`src/rtl/imm_literal_parser_pkg.sv`:
```
// Shared assembler constants: parser state type, error codes and ASCII helpers.
// The BIN states exist only when IMM_PARSER_BIN_EN is defined.
package imm_literal_parser_pkg;

  typedef enum logic [3:0] {
    ST_IDLE,
    ST_SIGN,
    ST_ZERO,
    ST_HEX_FIRST,
    ST_HEX,
`ifdef IMM_PARSER_BIN_EN
    ST_BIN_FIRST,
    ST_BIN,
`endif
    ST_DEC,
    ST_RETURN,
    ST_ERROR
  } state_t;

  typedef enum logic {
    RADIX_DEC,
    RADIX_POW2
  } radix_t;

  localparam logic [1:0] ERR_NONE     = 2'd0;
  localparam logic [1:0] ERR_BAD_CHAR = 2'd1;
  localparam logic [1:0] ERR_OVERFLOW = 2'd2;
  localparam logic [1:0] ERR_RANGE    = 2'd3;

  function automatic logic is_num(input logic [7:0] c);
    return (c >= "0") && (c <= "9");
  endfunction

  function automatic logic is_hex_digit(input logic [7:0] c);
    return is_num(c) || ((c >= "a") && (c <= "f")) || ((c >= "A") && (c <= "F"));
  endfunction

  function automatic logic is_delimiter(input logic [7:0] c);
    return (c == 8'h20) || (c == 8'h2C) || (c == 8'h28) || (c == 8'h0A) || (c == 8'h0D);
  endfunction

  function automatic logic [3:0] ascii_to_hex(input logic [7:0] c);
    logic [7:0] t;
    t = 8'h00;
    if (is_num(c))                      t = c - 8'h30;
    else if ((c >= "a") && (c <= "f"))  t = c - 8'h57;
    else if ((c >= "A") && (c <= "F"))  t = c - 8'h37;
    return t[3:0];
  endfunction

endpackage

```
`src/rtl/imm_range_check.sv`:
```
// Combinational range check and sign/zero extension of a parsed literal
// against the runtime field width.
module imm_range_check
  import imm_literal_parser_pkg::*;
#(
  parameter int WIDTH = 32,
  parameter int RB_W  = 6
) (
  input  logic [WIDTH-1:0] acc,
  input  logic             neg,
  input  radix_t           radix,
  input  logic [RB_W-1:0]  range_bits,
  input  logic             is_unsigned,
  output logic [WIDTH-1:0] value,
  output logic             in_range
);

  logic [RB_W-1:0]  rb;
  logic [WIDTH:0]   limit;
  logic [WIDTH:0]   half;
  logic [WIDTH-1:0] mask;
  logic [WIDTH-1:0] negated;
  logic             sign;

  always_comb begin
    // Field widths beyond WIDTH behave like WIDTH so 2^rb never wraps.
    rb      = (int'(range_bits) > WIDTH) ? RB_W'(WIDTH) : range_bits;
    limit   = (WIDTH + 1)'(1) << rb;
    half    = limit >> 1;
    mask    = limit[WIDTH-1:0] - WIDTH'(1);
    negated = WIDTH'(0) - acc;
    sign    = |(acc & half[WIDTH-1:0]);
    value    = acc;
    in_range = 1'b0;
    if (radix == RADIX_POW2) begin
      in_range = {1'b0, acc} < limit;
      value    = (!is_unsigned && sign) ? (acc | ~mask) : acc;
    end else if (is_unsigned) begin
      in_range = !(neg && (acc != '0)) && ({1'b0, acc} < limit);
      value    = neg ? negated : acc;
    end else begin
      in_range = neg ? ({1'b0, acc} <= half) : ({1'b0, acc} < half);
      value    = neg ? negated : acc;
    end
  end

endmodule

```
`src/rtl/imm_literal_parser.sv`:
```
// Streaming ASCII numeric-literal parser (decimal, 0x hex, optional 0b binary
// when IMM_PARSER_BIN_EN is defined) producing a range-checked WIDTH-bit immediate.
module imm_literal_parser
  import imm_literal_parser_pkg::*;
#(
  parameter int WIDTH = 32,
  parameter int RB_W  = 6
) (
  input  logic             clk_in,
  input  logic             rst_in,
  input  logic             valid_data,
  input  logic             new_character,
  input  logic [7:0]       incoming_ascii,
  input  logic             is_unsigned,
  input  logic [RB_W-1:0]  range_bits,
  output logic [WIDTH-1:0] immediate,
  output logic             done_flag,
  output logic             error_flag,
  output logic [1:0]       error_code,
  output logic             busy_flag
);

  // Handshake: a character is consumed on a rising edge where valid_data and
  // new_character are both high; valid_data low aborts to IDLE from any state.
  state_t           state, state_n;
  logic [WIDTH-1:0] acc, acc_n, imm_n, ext_value;
  logic             neg, neg_n, in_range, legal, overflow, finalize, fail;
  logic [1:0]       code_n, fail_code;
  logic [3:0]       digit;
  logic [WIDTH+3:0] acc_ext, acc_wide, hex_next, dec_next;
  radix_t           radix;

  assign digit    = ascii_to_hex(incoming_ascii);
  assign acc_ext  = {4'b0000, acc};
  assign hex_next = (acc_ext << 4) | {{WIDTH{1'b0}}, digit};
  assign dec_next = (acc_ext << 3) + (acc_ext << 1) + (WIDTH + 4)'(digit);
  assign overflow = |acc_wide[WIDTH+3:WIDTH];
  assign radix    = ((state == ST_DEC) || (state == ST_ZERO)) ? RADIX_DEC : RADIX_POW2;

`ifdef IMM_PARSER_BIN_EN
  logic [WIDTH+3:0] bin_next;
  assign bin_next = (acc_ext << 1) | (WIDTH + 4)'(digit[0]);
`endif

  imm_range_check #(.WIDTH(WIDTH), .RB_W(RB_W)) u_range_check (
    .acc         (acc),
    .neg         (neg),
    .radix       (radix),
    .range_bits  (range_bits),
    .is_unsigned (is_unsigned),
    .value       (ext_value),
    .in_range    (in_range)
  );

  always_ff @(posedge clk_in) begin
    if (rst_in) begin
      state      <= ST_IDLE;
      acc        <= '0;
      neg        <= 1'b0;
      immediate  <= '0;
      error_code <= ERR_NONE;
    end else begin
      state      <= state_n;
      acc        <= acc_n;
      neg        <= neg_n;
      immediate  <= imm_n;
      error_code <= code_n;
    end
  end

  always_comb begin
    legal    = 1'b0;
    acc_wide = dec_next;
    case (state)
      ST_HEX_FIRST, ST_HEX: begin
        legal    = is_hex_digit(incoming_ascii);
        acc_wide = hex_next;
      end
`ifdef IMM_PARSER_BIN_EN
      ST_BIN_FIRST, ST_BIN: begin
        legal    = (incoming_ascii == "0") || (incoming_ascii == "1");
        acc_wide = bin_next;
      end
`endif
      ST_DEC:  legal = is_num(incoming_ascii);
      default: legal = 1'b0;
    endcase
  end

  always_comb begin
    state_n   = state;
    acc_n     = acc;
    neg_n     = neg;
    imm_n     = immediate;
    code_n    = error_code;
    finalize  = 1'b0;
    fail      = 1'b0;
    fail_code = ERR_BAD_CHAR;
    if (!valid_data) begin
      state_n = ST_IDLE;
      code_n  = ERR_NONE;
      acc_n   = '0;
      neg_n   = 1'b0;
    end else if (state == ST_RETURN) begin
      state_n = ST_IDLE;
    end else if (new_character) begin
      case (state)
        ST_IDLE: begin
          if (incoming_ascii == "-") begin
            state_n = ST_SIGN;
            neg_n   = 1'b1;
            acc_n   = '0;
          end else if (incoming_ascii == "0") begin
            state_n = ST_ZERO;
            neg_n   = 1'b0;
            acc_n   = '0;
          end else if (is_num(incoming_ascii)) begin
            state_n = ST_DEC;
            neg_n   = 1'b0;
            acc_n   = WIDTH'(digit);
          end
        end
        ST_SIGN: begin
          if (is_num(incoming_ascii)) begin
            state_n = ST_DEC;
            acc_n   = WIDTH'(digit);
          end else fail = 1'b1;
        end
        ST_ZERO: begin
          if ((incoming_ascii == "x") || (incoming_ascii == "X")) state_n = ST_HEX_FIRST;
`ifdef IMM_PARSER_BIN_EN
          else if ((incoming_ascii == "b") || (incoming_ascii == "B")) state_n = ST_BIN_FIRST;
`endif
          else if (is_num(incoming_ascii)) begin
            state_n = ST_DEC;
            acc_n   = WIDTH'(digit);
          end else if (is_delimiter(incoming_ascii)) finalize = 1'b1;
          else fail = 1'b1;
        end
        ST_HEX_FIRST: begin
          if (legal) begin
            state_n = ST_HEX;
            acc_n   = acc_wide[WIDTH-1:0];
          end else fail = 1'b1;
        end
`ifdef IMM_PARSER_BIN_EN
        ST_BIN_FIRST: begin
          if (legal) begin
            state_n = ST_BIN;
            acc_n   = acc_wide[WIDTH-1:0];
          end else fail = 1'b1;
        end
        ST_BIN,
`endif
        ST_HEX, ST_DEC: begin
          if (is_delimiter(incoming_ascii)) finalize = 1'b1;
          else if (!legal) fail = 1'b1;
          else if (overflow) begin
            fail      = 1'b1;
            fail_code = ERR_OVERFLOW;
          end else acc_n = acc_wide[WIDTH-1:0];
        end
        default: ;
      endcase
      if (fail) begin
        state_n = ST_ERROR;
        code_n  = fail_code;
      end
      if (finalize) begin
        if (in_range) begin
          imm_n   = ext_value;
          state_n = ST_RETURN;
        end else begin
          state_n = ST_ERROR;
          code_n  = ERR_RANGE;
        end
      end
    end
  end

  assign done_flag  = (state == ST_RETURN);
  assign error_flag = (state == ST_ERROR);
  assign busy_flag  = (state != ST_IDLE);

endmodule
```
`config.mk`:
```
export PLATFORM = sky130hd
export DESIGN_NAME = imm_literal_parser
export DESIGN_NICKNAME = d
export VERILOG_FILES = /design/src/rtl/imm_literal_parser_pkg.sv /design/src/rtl/imm_range_check.sv /design/src/rtl/imm_literal_parser.sv
export SDC_FILE = /design/constraint.sdc
export NUM_CORES = 1
export LEC_CHECK = 0
export BUFFER_PORTS_ARGS = -buffer_cell sky130_fd_sc_hd__buf_2
export CORE_MARGIN = 4
export CORE_UTILIZATION = 40
export CTS_CLUSTER_DIAMETER = 50
export DETAILED_ROUTE_END_ITERATION = 12
export PLACE_DENSITY = 0.66
export SYNTH_ARGS = -nofsm -noshare
export SYNTH_HDL_FRONTEND = slang
export SYNTH_SLANG_ARGS = --single-unit
```
`constraint.sdc`:
```
create_clock -name clk_in -period 16.16 [get_ports clk_in]
set_input_delay 3.232 -clock clk_in [delete_from_list [all_inputs] [get_ports clk_in]]
set_output_delay 3.232 -clock clk_in [all_outputs]
set_load 0.03 [all_outputs]
```
**Yosys cells after proc, flatten, opt, wreduce, memory -nomap -nowiden**

Cells that the tools add are included.

- $add $sub $neg: 7
- Order comparisons: 10
- Eq/ne operators: 22
- Shift operators: 1
- Mux-type cells: 59
- Bitwise operators: 6
- Reduce and logical (&&, ||, !) cells: 33

Operator list:

| kind | number |
|---|---|
| $mux W32 | 11 |
| $pmux W32 S5 | 1 |
| $eq A8 B6 Y1 const B | 5 |
| $mux W4 | 10 |
| $add A35 B33 Y36 | 1 |
| $add A36 B4 Y36 | 1 |
| $mux W36 | 1 |
| $or A36 B4 Y36 | 1 |
| $lt A32 B33 Y1 | 1 |
| $shl A1 B6 Y33 const A | 1 |
| $and A32 B32 Y32 | 1 |
| $le A32 B32 Y1 | 1 |
| $lt A32 B32 Y1 | 1 |
| $not A32 Y32 | 1 |
| $or A32 B32 Y32 | 1 |
| $reduce_bool A32 Y1 | 1 |
| $reduce_or A32 Y1 | 1 |
| $sub A1 B32 Y32 const A | 1 |
| $sub A32 B1 Y32 const B | 1 |
| $mux W1 | 24 |
| $eq A4 B3 Y1 const B | 4 |
| $eq A8 B4 Y1 const B | 2 |
| $eq A8 B7 Y1 const B | 2 |
| $ge A8 B7 Y1 const B | 2 |
| other kinds (32) | 62 |

- Bits in registers: 71
- Input port bits: 19
- Logic and storage cells: 143

**Depth between registers and ports, before layout**

Gate-level depths: netlist of the first run.

- Depth after elaboration: 18
- Depth in mapped cells: 25
- Mapped depth without buffers: 22

**Hierarchy**

A second synthesis of the first run with hierarchy kept.

- Cells, all modules: 1325
- Area total of the unflattened synthesis: 9703.1 um^2

By module, submodules not included:

| module | instances | cells each | area an instance (um^2) | sequential area each (um^2) |
|---|---|---|---|---|
| imm_literal_parser | 1 | 798 | 6103.4 | 1421.4 |
| imm_range_check | 1 | 527 | 3599.7 | 0.0 |

**Worst setup path before layout of the first run**

No wires, ideal clock.

- Path kind: in2reg
- From: in incoming_ascii[0]
- To: reg acc[21]
- Library setup time: 0.070 ns
- Arrival: 7.396 ns
- Path slack: 8.693 ns
- Cell stages on the path: 25
- Cell sequence: inv_1 > ha_1 > nand2_1 > o2111ai_1 > and3_1 > clkbuf_1 > nor2b_1 > o21ai_0 > o21ai_0 > ha_1 > ha_1 > inv_1 > fa_1 > nand2b_1 > a21oi_2 > o221ai_2 > o31a_1 > o21ai_1 > mux2i_1 > o21ai_2 > a221oi_2 > or4_1 > buf_6 > buf_6 > o2bb2ai_1

- Word-level cells in the longest chain between the ends: 11
- Elaborated cells on any way between the ends: 50
- Classes of those cells: 4 x add/sub; 6 x order compare; 14 x eq/ne; 14 x mux; 12 x reduce/logical

RTL lines:

| element | line | source |
|---|---|---|
| start: declaration | imm_literal_parser.sv:13 | `input logic [7:0] incoming_ascii,` |
| $ge A8 B7 Y1 / $le A8 B7 Y1 (equally long branches) | imm_literal_parser_pkg.sv:35, imm_literal_parser_pkg.sv:47 |  |
| $logic_and A1 B1 Y1 | imm_literal_parser_pkg.sv:35, imm_literal_parser_pkg.sv:47 |  |
| $mux W4 | imm_literal_parser_pkg.sv:47 | `else if ((c >= "A") && (c <= "F")) t = c - 8'h37;` |
| $mux W4 | imm_literal_parser_pkg.sv:46 | `else if ((c >= "a") && (c <= "f")) t = c - 8'h57;` |
| $mux W4 | imm_literal_parser_pkg.sv:45 | `if (is_num(c)) t = c - 8'h30;` |
| $add A36 B4 Y36 | imm_literal_parser.sv:36 | `assign dec_next = (acc_ext << 3) + (acc_ext << 1) + (WIDTH + 4)'(digit);` |
| $mux W36 | imm_literal_parser.sv:74 | `case (state)` |
| $mux W32 | imm_literal_parser.sv:158 | `else if (overflow) begin` |
| $mux W32 | imm_literal_parser.sv:157 | `else if (!legal) fail = 1'b1;` |
| $mux W32 | imm_literal_parser.sv:156 | `if (is_delimiter(incoming_ascii)) finalize = 1'b1;` |
| $pmux W32 S5 | imm_literal_parser.sv:107 | `case (state)` |
| end signal: assignment | imm_literal_parser.sv:64 | `acc <= acc_n;` |
| end: declaration | imm_literal_parser.sv:26 | `logic [WIDTH-1:0] acc, acc_n, imm_n, ext_value;` |

Parallel ways exist; a longest one is shown, timed or not. The select of a mux whose other input is x is not followed.
A chain may end at the register's enable or synchronous reset.

**Worst setup path in the final report of the first run**

- From: in incoming_ascii[0]
- To: reg acc[29]

The elaborated chain is that of the path after synthesis.

==> impl_metrics.tcl, run 1 <==
set metrics [dict create \
    status "complete, no violations" \
    finalPower_w 0.000435 \
    grt_use_total 0.205 \
    fmax_mhz 122 \
    reg2reg_from "acc[2]$_SDFFE_PP0P_" \
    port_buffers 55 \
    ant_nets 0 \
    cp_common_cell "ha_1" \
    min_period_over_period 0.506 \
    num_vias 9076 \
    nNetsFinal 1415 \
    core-area_mm2 0.0226 \
    initial_core_util 0.406 \
    antenna_found_initial 0 \
    grt_pass1_wl_um 43900 \
    power_density_mw_per_mm2 44.2 \
    finalClockSkew_ps 7.63 \
    worstPathArrival_ps 8380 \
    crit_fanout 28 \
    finalCriticalPeriod_ps 8180 \
    ys_dominant_reg_cell "dfxtp_1" \
    cpPeakStageDelay_ps 780 \
    critPathSlowestCell "or4_1" \
    wl_per_cell_um 17.6 \
    antenna-diode-count 0 \
    gp_congestion 0.942 \
    cts_buffers 9 \
    crit_chain "buf_2, inv_1, ha_1, nand2_1, o2111ai_1, and3_1, nor2b_1, o21ai_0, o21ai_0, ha_1, ha_1, inv_1, fa_1, nand2b_1, a21oi_2, o221ai_2, o31a_1, o21ai_1, mux2i_1, o21ai_2, a221oi_2, or4_1, o2bb2ai_1" \
    post_cts_buffers 0 \
    cts_resized 0 \
    yosysTopAreaCellShare 0.224 \
    drt_first_pass_iters 6 \
    drv_cap 0 \
    grt.overflow.total 0 \
    io_pins 56 \
    dieArea_mm2 0.0254 \
    drc_errors 0 \
    end_kind "flip-flop" \
    die_h_um 159 \
    dp_hpwl_um 21000 \
    reg2reg_setup_slack_ps 11470 \
    cts_buffer_depth 2 \
    p_leak_nw 4.73 \
    finalWirelength_um 26700 \
    fin_area_mm2 0.00984 \
    crit_family "compound AO/OA/AOI/OAI gates" \
    critPathBufInv 3 \
    reg2reg_depth 13 \
    postCtsHoldBufs 0 \
    via_per_inst 5.97 \
    hp-class "flip-flop to flip-flop" \
    ir_drop_mv 0.0504 \
    yosys_warnings 0 \
    insertion_delay_ps 350 \
    synth_fp_nets 1402 \
    rsz0062_at_grt "no" \
    first_global_vias 8660 \
    min_path_cells 2 \
    worstMarginPinSlew_ps 1000 \
    synth_cells 1217 \
    r2r-end "acc[29]$_SDFFE_PP0P_" \
    crit_type "input port to flip-flop" \
    min-delay-start "error_code[1]$_SDFFE_PP0P_" \
    drt_iter0_markers 618 \
    row_count 55 \
    grt_max_degree 41 \
    fill_cells 2305 \
    root_buffer "clkbuf_16" \
    dpl_cell_area_mm2 0.00955 \
    synth_area_mm2 0.00916 \
    hold_viol 0 \
    synthToLayoutAreaGrowth_pct 7.46 \
    drive_above_1_share 0.0794 \
    yosysUniqueCellTypes 78 \
    finalMaxSlewViolations 0 \
    holdPathEnd "error_code[1]$_SDFFE_PP0P_" \
    cp.required_ps 16350 \
    ys_seq_elements 71 \
    cts_tree "done" \
    slew_headroom 0.332 \
    synth-edff-count 0 \
    clock-sinks 71 \
    synth_area_leaders "ha_1, dfxtp_1, a21oi_1" \
    tns_ps 0 \
    setup_viol 0 \
    avgSynthCellArea_um2 7.52 \
    cts_max_level 3 \
    yosys.area.top_type "ha_1" \
    async_flop_share 0 \
    die_w_um 159 \
    worstSetupStartpointType "input port" \
    yosysSeqAreaShare 0.155 \
    clkSlewWorstSetupHoldPaths_ps 60 \
]
[synth_stat cells, types with 3 or more instances]
library cell and instances:
nand4_1 16, a31oi_1 15, xor2_1 13, a221oi_1 7
buf_6 6, inv_1 58, a211o_1 3, o31ai_1 6
nand3b_1 6, nor4_1 19, a2111oi_0 4, o21ai_0 70
nand2b_1 16, o21a_1 6, and3_1 16, or3_1 6
ha_1 164, and4_1 5, and2_1 10, a21oi_1 115
nor4b_1 3, clkbuf_1 43, o22ai_1 3, xnor2_1 20
mux2i_1 43, or4_1 5, o2bb2ai_1 32, nor2b_1 9
nand3_1 30, buf_1 4, a211oi_1 22, nor3_1 36
mux2_2 3, a21o_1 14, nor2_1 125, buf_4 3
dfxtp_1 71, o21bai_1 7, o211ai_1 15, a22oi_1 3
nand2_1 112, or2_2 5
[power breakdown]
group	internal, W	switching (W)	total, W
registers	0.000176	0.00000198	0.000178
logic	0.0000179	0.0000388	0.0000567
clock network	0.000123	0.0000771	0.000200
total	0.000317	0.000118	0.000435
[state kept, by name, indices dropped and copies added (netlist names)]
signal / flops
acc: 32
error_code: 2
immediate: 32
neg: 1
state: 4
[area by class of cell]
cell class	count	area, um^2	area share
Clock buffer	12	246	0.0251
Clock inverter	4	45.0	0.00458
Inverter	58	218	0.0221
Multi-Input combinational cell	1031	7250	0.736
Sequential cell	71	1420	0.144
Tap cell	285	357	0.0362
Timing Repair Buffer	59	305	0.0310
[cell families (layout without fill, tap and decap cells)]
family	after synthesis	count (layout)	share of synthesized area
and+or+nand+nor	431	431	0.229
AOI/OAI and AO/OA	355	355	0.252
adders and majority gates	166	166	0.229
buffers and inverters	115	133	0.0534
DFF	71	71	0.155
muxes	46	46	0.0507
xor gates and xnor gates	33	33	0.0316
[cell usage in the layout (no fill, tap or decap), types with 4 or more instances in the layout]
cell / count
mux2i_1: 43
ha_1: 164
o21ai_0: 70
dfxtp_1: 71
or2_2: 5
buf_2: 55
a21oi_1: 115
o2bb2ai_1: 32
or4_1: 5
nor2b_1: 9
o211ai_1: 15
a2111oi_0: 4
inv_1: 58
a21o_1: 14
or3_1: 6
nor2_1: 125
a31oi_1: 15
nor4_1: 19
nand2b_1: 16
nand3b_1: 6
buf_4: 4
a221oi_1: 7
and3_1: 15
nand2_1: 112
clkbuf_16: 9
and4_1: 5
xor2_1: 13
o21a_1: 6
nor3_1: 36
xnor2_1: 20
o31ai_1: 6
o21bai_1: 7
and2_1: 10
nand3_1: 30
a211oi_1: 22
nand4_1: 16
[how the worst max path moves through the flow]
stage | cells past startpoint | slack [ps] | to | start
2_1_floorplan | 25 | 8690 | acc[21]$_SDFFE_PP0P_ | incoming_ascii[0]
3_3_place_gp | 23 | 7820 | acc[29]$_SDFFE_PP0P_ | incoming_ascii[0]
3_5_place_dp | 23 | 7690 | acc[10]$_SDFFE_PP0P_ | incoming_ascii[0]
4_1_cts | 23 | 8010 | acc[29]$_SDFFE_PP0P_ | incoming_ascii[0]
5_1_grt | 19 | 7520 | acc[21]$_SDFFE_PP0P_ | incoming_ascii[0]
6_report | 23 | 7980 | acc[29]$_SDFFE_PP0P_ | incoming_ascii[0]
[through the flow]
step           instances  hold WS, ps   util  worst slack (ps)
2_1_floorplan       1217          480      -              8690
3_3_place_gp        1504          449  0.423              7820
3_5_place_dp        1504          448  0.423              7690
4_1_cts             1520          461  0.436              8010
5_1_grt             1520          494  0.436              7520
6_report            1520          462  0.436              7980
[layer usage]
metal,up-vias,track usage,part of all wire,routed length [um]
met2,286,0.347,0.47,12600
met4,0,0.0750,0.029,775
met1,4198,0.265,0.45,12000
met5,-,0,0,0
met3,61,0.0303,0.051,1370
li1,4531,-,-,-
[worst reg2reg max path, delay by kind of cell (launching register included)]
kind                       cells  cell delay (ps)
AOI/OAI and AO/OA              7             1660
adders and majority gates      2             1070
buffers and inverters          1               70
DFF                            1              510
muxes                          1              250
and+or+nand+nor                2              980
Power figures use the tool's default switching activity.
==> run 2: changes to the inputs <==
PLACE_DENSITY = 0.68   (was 0.66)
clock period = 6.85 ns   (was 16.16 ns; I/O delays follow)
==> impl_metrics.tcl, run 2 (synthesis results as in run 1) <==
set metrics [dict create \
    die_h_um 159 \
    layout_common_cells "ha_1, nor2_1, a21oi_1" \
    clkSlewWorstSetupHoldPaths_ps 60 \
    power_density_mw_per_mm2 104 \
    row_count 55 \
    worstPathArrival_ps 6340 \
    grt_max_degree 41 \
    drt_iter0_markers 722 \
    reg.largest.list "acc: 32 flops, immediate: 32 flops, state: 4 flops" \
    nNetsFinal 1419 \
    hp-class "flip-flop to flip-flop" \
    wl_per_cell_um 17.5 \
    crit_type "input port to flip-flop" \
    finalClockSkew_ps 11.1 \
    first_global_vias 8986 \
    antenna_found_initial 0 \
    gp_congestion 0.948 \
    port_buffers 55 \
    antenna-diode-count 0 \
    synthToLayoutAreaGrowth_pct 8.01 \
    grt_use_total 0.206 \
    slew_headroom 0.452 \
    p_leak_nw 4.75 \
    finalWirelength_um 26700 \
    postCtsHoldBufs 0 \
    die_w_um 159 \
    drc_errors 0 \
    dp_cells 1508 \
    min_period_over_period 0.887 \
    cts_buffers 9 \
    clkPwrFrac 0.462 \
    final_common_cell "ha_1" \
    dieArea_mm2 0.0254 \
    comb_power_share 0.131 \
    num_vias 9214 \
    final_cells 1524 \
    p_sw_w 0.000281 \
    worstMarginPinSlew_ps 801 \
    cts_tree "done" \
    finalCriticalPeriod_ps 6080 \
    grt.overflow.total 0 \
    tns_ps 0 \
    switching_share 0.273 \
    seq_power_share 0.407 \
    initial_core_util 0.406 \
    ant_nets 0 \
    drv_cap 0 \
    crit_fanout 31 \
    finalMaxSlewViolations 0 \
    clock-sinks 71 \
    drt_first_pass_iters 6 \
    dp_hpwl_um 21000 \
    hold_viol 0 \
    cts_buffer_depth 2 \
    ir_drop_mv 0.111 \
    drive_above_1_share 0.0831 \
    io_pins 56 \
    core-area_mm2 0.0226 \
    insertion_delay_ps 340 \
    via_per_inst 6.05 \
    fmax_mhz 165 \
    status "complete, no violations" \
    worstSetupStartpointType "input port" \
    cts_max_level 3 \
    grt_pass1_wl_um 44700 \
    end_kind "flip-flop" \
    cts_resized 0 \
    internal_power_w 0.000749 \
    cp.required_ps 7110 \
    post_cts_buffers 0 \
    rsz0062_at_grt "no" \
    setup_viol 0 \
    root_buffer "clkbuf_16" \
]
-- run 2: cell types whose count changed in the layout (fill, tap and decap cells not counted) --
| cell | change |
|---|---|
| buf_4 | +3 |
| buf_12 | +1 |
| clkbuf_1 | -1 |
| clkinv_2 | -1 |
| clkinvlp_4 | +1 |
| inv_6 | +1 |
-- run 2: layout make-up --
| type | instances | area (um^2) |
|---|---|---|
| Tap cell | 285 | 357 |
| Clock buffer | 11 | 243 |
| Timing Repair Buffer | 63 | 348 |
| Clock inverter | 5 | 56.3 |
| Inverter | 58 | 218 |
| Fill cell | 2266 | 12700 |
| Sequential cell | 71 | 1420 |
| Multi-Input combinational cell | 1031 | 7250 |
-- run 2: metrics by stage --
| stage | area (um^2) | hold slack, ps | setup WS (ps) | power [W] | utilization |
|---|---|---|---|---|---|
| floorplan | 9160 | 480 | 1250 | 0.000525 | - |
| global placement | 9590 | 449 | 644 | 0.000559 | 0.425 |
| detailed placement | 9590 | 454 | 461 | 0.000560 | 0.425 |
| CTS | 9890 | 466 | 779 | 0.00103 | 0.438 |
| global route | 9890 | 499 | 293 | 0.00107 | 0.438 |
| finish | 9890 | 464 | 773 | 0.00103 | 0.438 |
-- run 2: layer usage --
layer | vias to the layer above | GRT usage | share of wire
met5 | - | 0 | 0
met4 | 0 | 0.0907 | 0.043
met3 | 75 | 0.0254 | 0.058
met2 | 351 | 0.343 | 0.46
met1 | 4253 | 0.269 | 0.44
li1 | 4535 | - | -
-- run 2: final timing paths --
path / start / end / slack, ps / depth (start not counted)
hold reg to reg: error_code[1]$_SDFFE_PP0P_ / error_code[1]$_SDFFE_PP0P_ / 460 / 2
setup / recovery: incoming_ascii[0] / acc[21]$_SDFFE_PP0P_ / 770 / 23
hold / removal: error_code[1]$_SDFFE_PP0P_ / error_code[1]$_SDFFE_PP0P_ / 460 / 2
setup reg to reg: acc[2]$_SDFFE_PP0P_ / acc[21]$_SDFFE_PP0P_ / 2440 / 13
-- run 2: power groups by stage --
stage	Combinational, W	Sequential (W)	Clock (W)
4_1_cts	0.000133	0.000419	0.000483
6_report	0.000135	0.000419	0.000476
2_1_floorplan	0.0000981	0.000426	0
3_3_place_gp	0.000131	0.000428	0
5_1_grt	0.000150	0.000420	0.000500
3_5_place_dp	0.000131	0.000428	0
-- run 2: worst max-delay path, stage by stage --
cell and delay [ps]:
buf_2 140, inv_1 100, ha_1 220, nand2_1 70
o2111ai_1 110, and3_1 250, nor2b_1 160, o21ai_0 130
o21ai_0 140, ha_1 300, ha_1 180, inv_1 60
fa_1 380, nand2b_1 200, a21oi_2 210, o221ai_2 180
o31a_1 390, o21ai_1 190, mux2i_1 240, o21ai_2 120
a221oi_2 390, o31a_2 610, o2bb2ai_1 180
==> run 3: changes to the inputs <==
MAX_ROUTING_LAYER = met4   (was not set)
==> impl_metrics.tcl, run 3 (synthesis results as in run 1) <==
set metrics [dict create \
    end_kind "flip-flop" \
    final_common_cell "ha_1" \
    worstSetupStartpointType "input port" \
    rsz0062_at_grt "no" \
    reg.largest.list "acc: 32 flops, immediate: 32 flops, state: 4 flops" \
    initial_core_util 0.406 \
    postCtsHoldBufs 0 \
    clkSlewWorstSetupHoldPaths_ps 60 \
    status "complete, no violations" \
    grt.overflow.total 0 \
    dp_hpwl_um 21200 \
    synthToLayoutAreaGrowth_pct 8.30 \
    dieArea_mm2 0.0254 \
    die_h_um 159 \
    min_period_over_period 0.887 \
    hold_viol 0 \
    clock-sinks 71 \
    grt_pass1_wl_um 44300 \
    drc_errors 0 \
    setup_viol 0 \
    critPathBufInv 3 \
    port_buffers 55 \
    ir_drop_mv 0.115 \
    hp-class "flip-flop to flip-flop" \
    cts_tree "done" \
    finalMaxSlewViolations 0 \
    final_core_util 0.439 \
    antenna-diode-count 0 \
    insertion_delay_ps 350 \
    cts_buffers 9 \
    cts_buffer_depth 2 \
    tns_ps 0 \
    grt_max_degree 41 \
    nNetsFinal 1419 \
    p_leak_nw 4.76 \
    cp_common_cell "ha_1" \
    cts_resized 0 \
    ant_nets 0 \
    cts_max_level 3 \
    gp_congestion 0.940 \
    post_cts_buffers 0 \
    core-area_mm2 0.0226 \
    layout_common_cells "ha_1, nor2_1, a21oi_1" \
    die_w_um 159 \
    slew_headroom 0.493 \
    fill_cells 2321 \
    crit_type "input port to flip-flop" \
    crit_fanout 31 \
    cpPeakStageDelay_ps 610 \
    worstPathArrival_ps 6350 \
    first_global_vias 8761 \
    finalClockSkew_ps 8.67 \
    via_per_inst 6.06 \
    grt_use_total 0.214 \
    drive_above_1_share 0.0823 \
    root_buffer "clkbuf_16" \
    io_pins 56 \
    crit_family "compound AO/OA/AOI/OAI gates" \
    holdWs_ps 459 \
    finalWirelength_um 27000 \
    crit_chain "buf_2, inv_1, ha_1, nand2_1, o2111ai_1, and3_1, nor2b_1, o21ai_0, o21ai_0, ha_1, ha_1, inv_1, fa_1, nand2b_1, a21oi_2, o221ai_2, o31a_1, o21ai_1, mux2i_1, o21ai_2, a221oi_2, o31a_2, o2bb2ai_1" \
    drv_cap 0 \
    row_count 55 \
    critPathSlowestCell "o31a_2" \
    worstMarginPinSlew_ps 741 \
    finalPower_w 0.00108 \
    num_vias 9230 \
    finalCriticalPeriod_ps 6070 \
    antenna_found_initial 0 \
    cp.required_ps 7120 \
    wl_per_cell_um 17.7 \
    fmax_mhz 165 \
    drt_iter0_markers 666 \
    power_density_mw_per_mm2 108 \
    drt_first_pass_iters 5 \
]
==> run 3: cell types whose count changed in the layout (fill, tap and decap cells not counted) <==
cell,previous run,this run
bufinv_16,1,2
clkinv_2,2,1
clkbuf_1,1,2
inv_6,1,0
clkbuf_8,1,2
clkinvlp_4,1,0
==> run 3: stage by stage <==
stage | instance area, um^2 | std cells | setup slack [ps]
after floorplan | 9160 | 1217 | 1250
after global placement | 9590 | 1508 | 638
after detailed placement | 9590 | 1508 | 526
after CTS | 9910 | 1524 | 851
after global routing | 9910 | 1524 | 421
final | 9910 | 1524 | 776
==> run 3: metal layers <==
metal / track usage / up-vias / part of all wire
li1: - / 4528 / -
met1: 0.269 / 4336 / 0.45
met2: 0.349 / 307 / 0.46
met3: 0.0375 / 59 / 0.054
met4: 0.0682 / 0 / 0.030
met5: - / - / 0
==> run 3: final cells by class <==
| type | instances | area [um^2] | area share |
|---|---|---|---|
| Multi-Input combinational cell | 1031 | 7250 | 0.731 |
| Clock inverter | 3 | 65.1 | 0.00656 |
| Timing Repair Buffer | 63 | 348 | 0.0351 |
| Tap cell | 285 | 357 | 0.0360 |
| Sequential cell | 71 | 1420 | 0.143 |
| Inverter | 58 | 218 | 0.0220 |
| Clock buffer | 13 | 260 | 0.0262 |
==> run 3: worst reg2reg max path, stage by stage, from the launching register on <==
cell and delay [ps]:
dfxtp_1 510, fa_1 620, inv_1 60, fa_1 430, nand2b_1 190, a21oi_2 220
o221ai_2 190, o31a_1 400, o21ai_1 210, mux2i_1 240, o21ai_2 130, a221oi_2 390
o31a_2 610, o2bb2ai_1 200
==> run 3: worst paths after layout <==
check | to | cells after the start | start | slack, ps
min | error_code[1]$_SDFFE_PP0P_ | 2 | error_code[1]$_SDFFE_PP0P_ | 460
max reg2reg | acc[19]$_SDFFE_PP0P_ | 13 | acc[2]$_SDFFE_PP0P_ | 2360
max | acc[19]$_SDFFE_PP0P_ | 23 | incoming_ascii[0] | 780
min reg2reg | error_code[1]$_SDFFE_PP0P_ | 2 | error_code[1]$_SDFFE_PP0P_ | 460
==> run 3: power breakdown <==
part / total, W / leakage [nW] / switching (W) / internal (W)
combinational: 0.000136 / 4.03 / 0.0000932 / 0.0000428
clock: 0.000520 / 0.160 / 0.000182 / 0.000338
sequential: 0.000419 / 0.572 / 0.00000451 / 0.000415
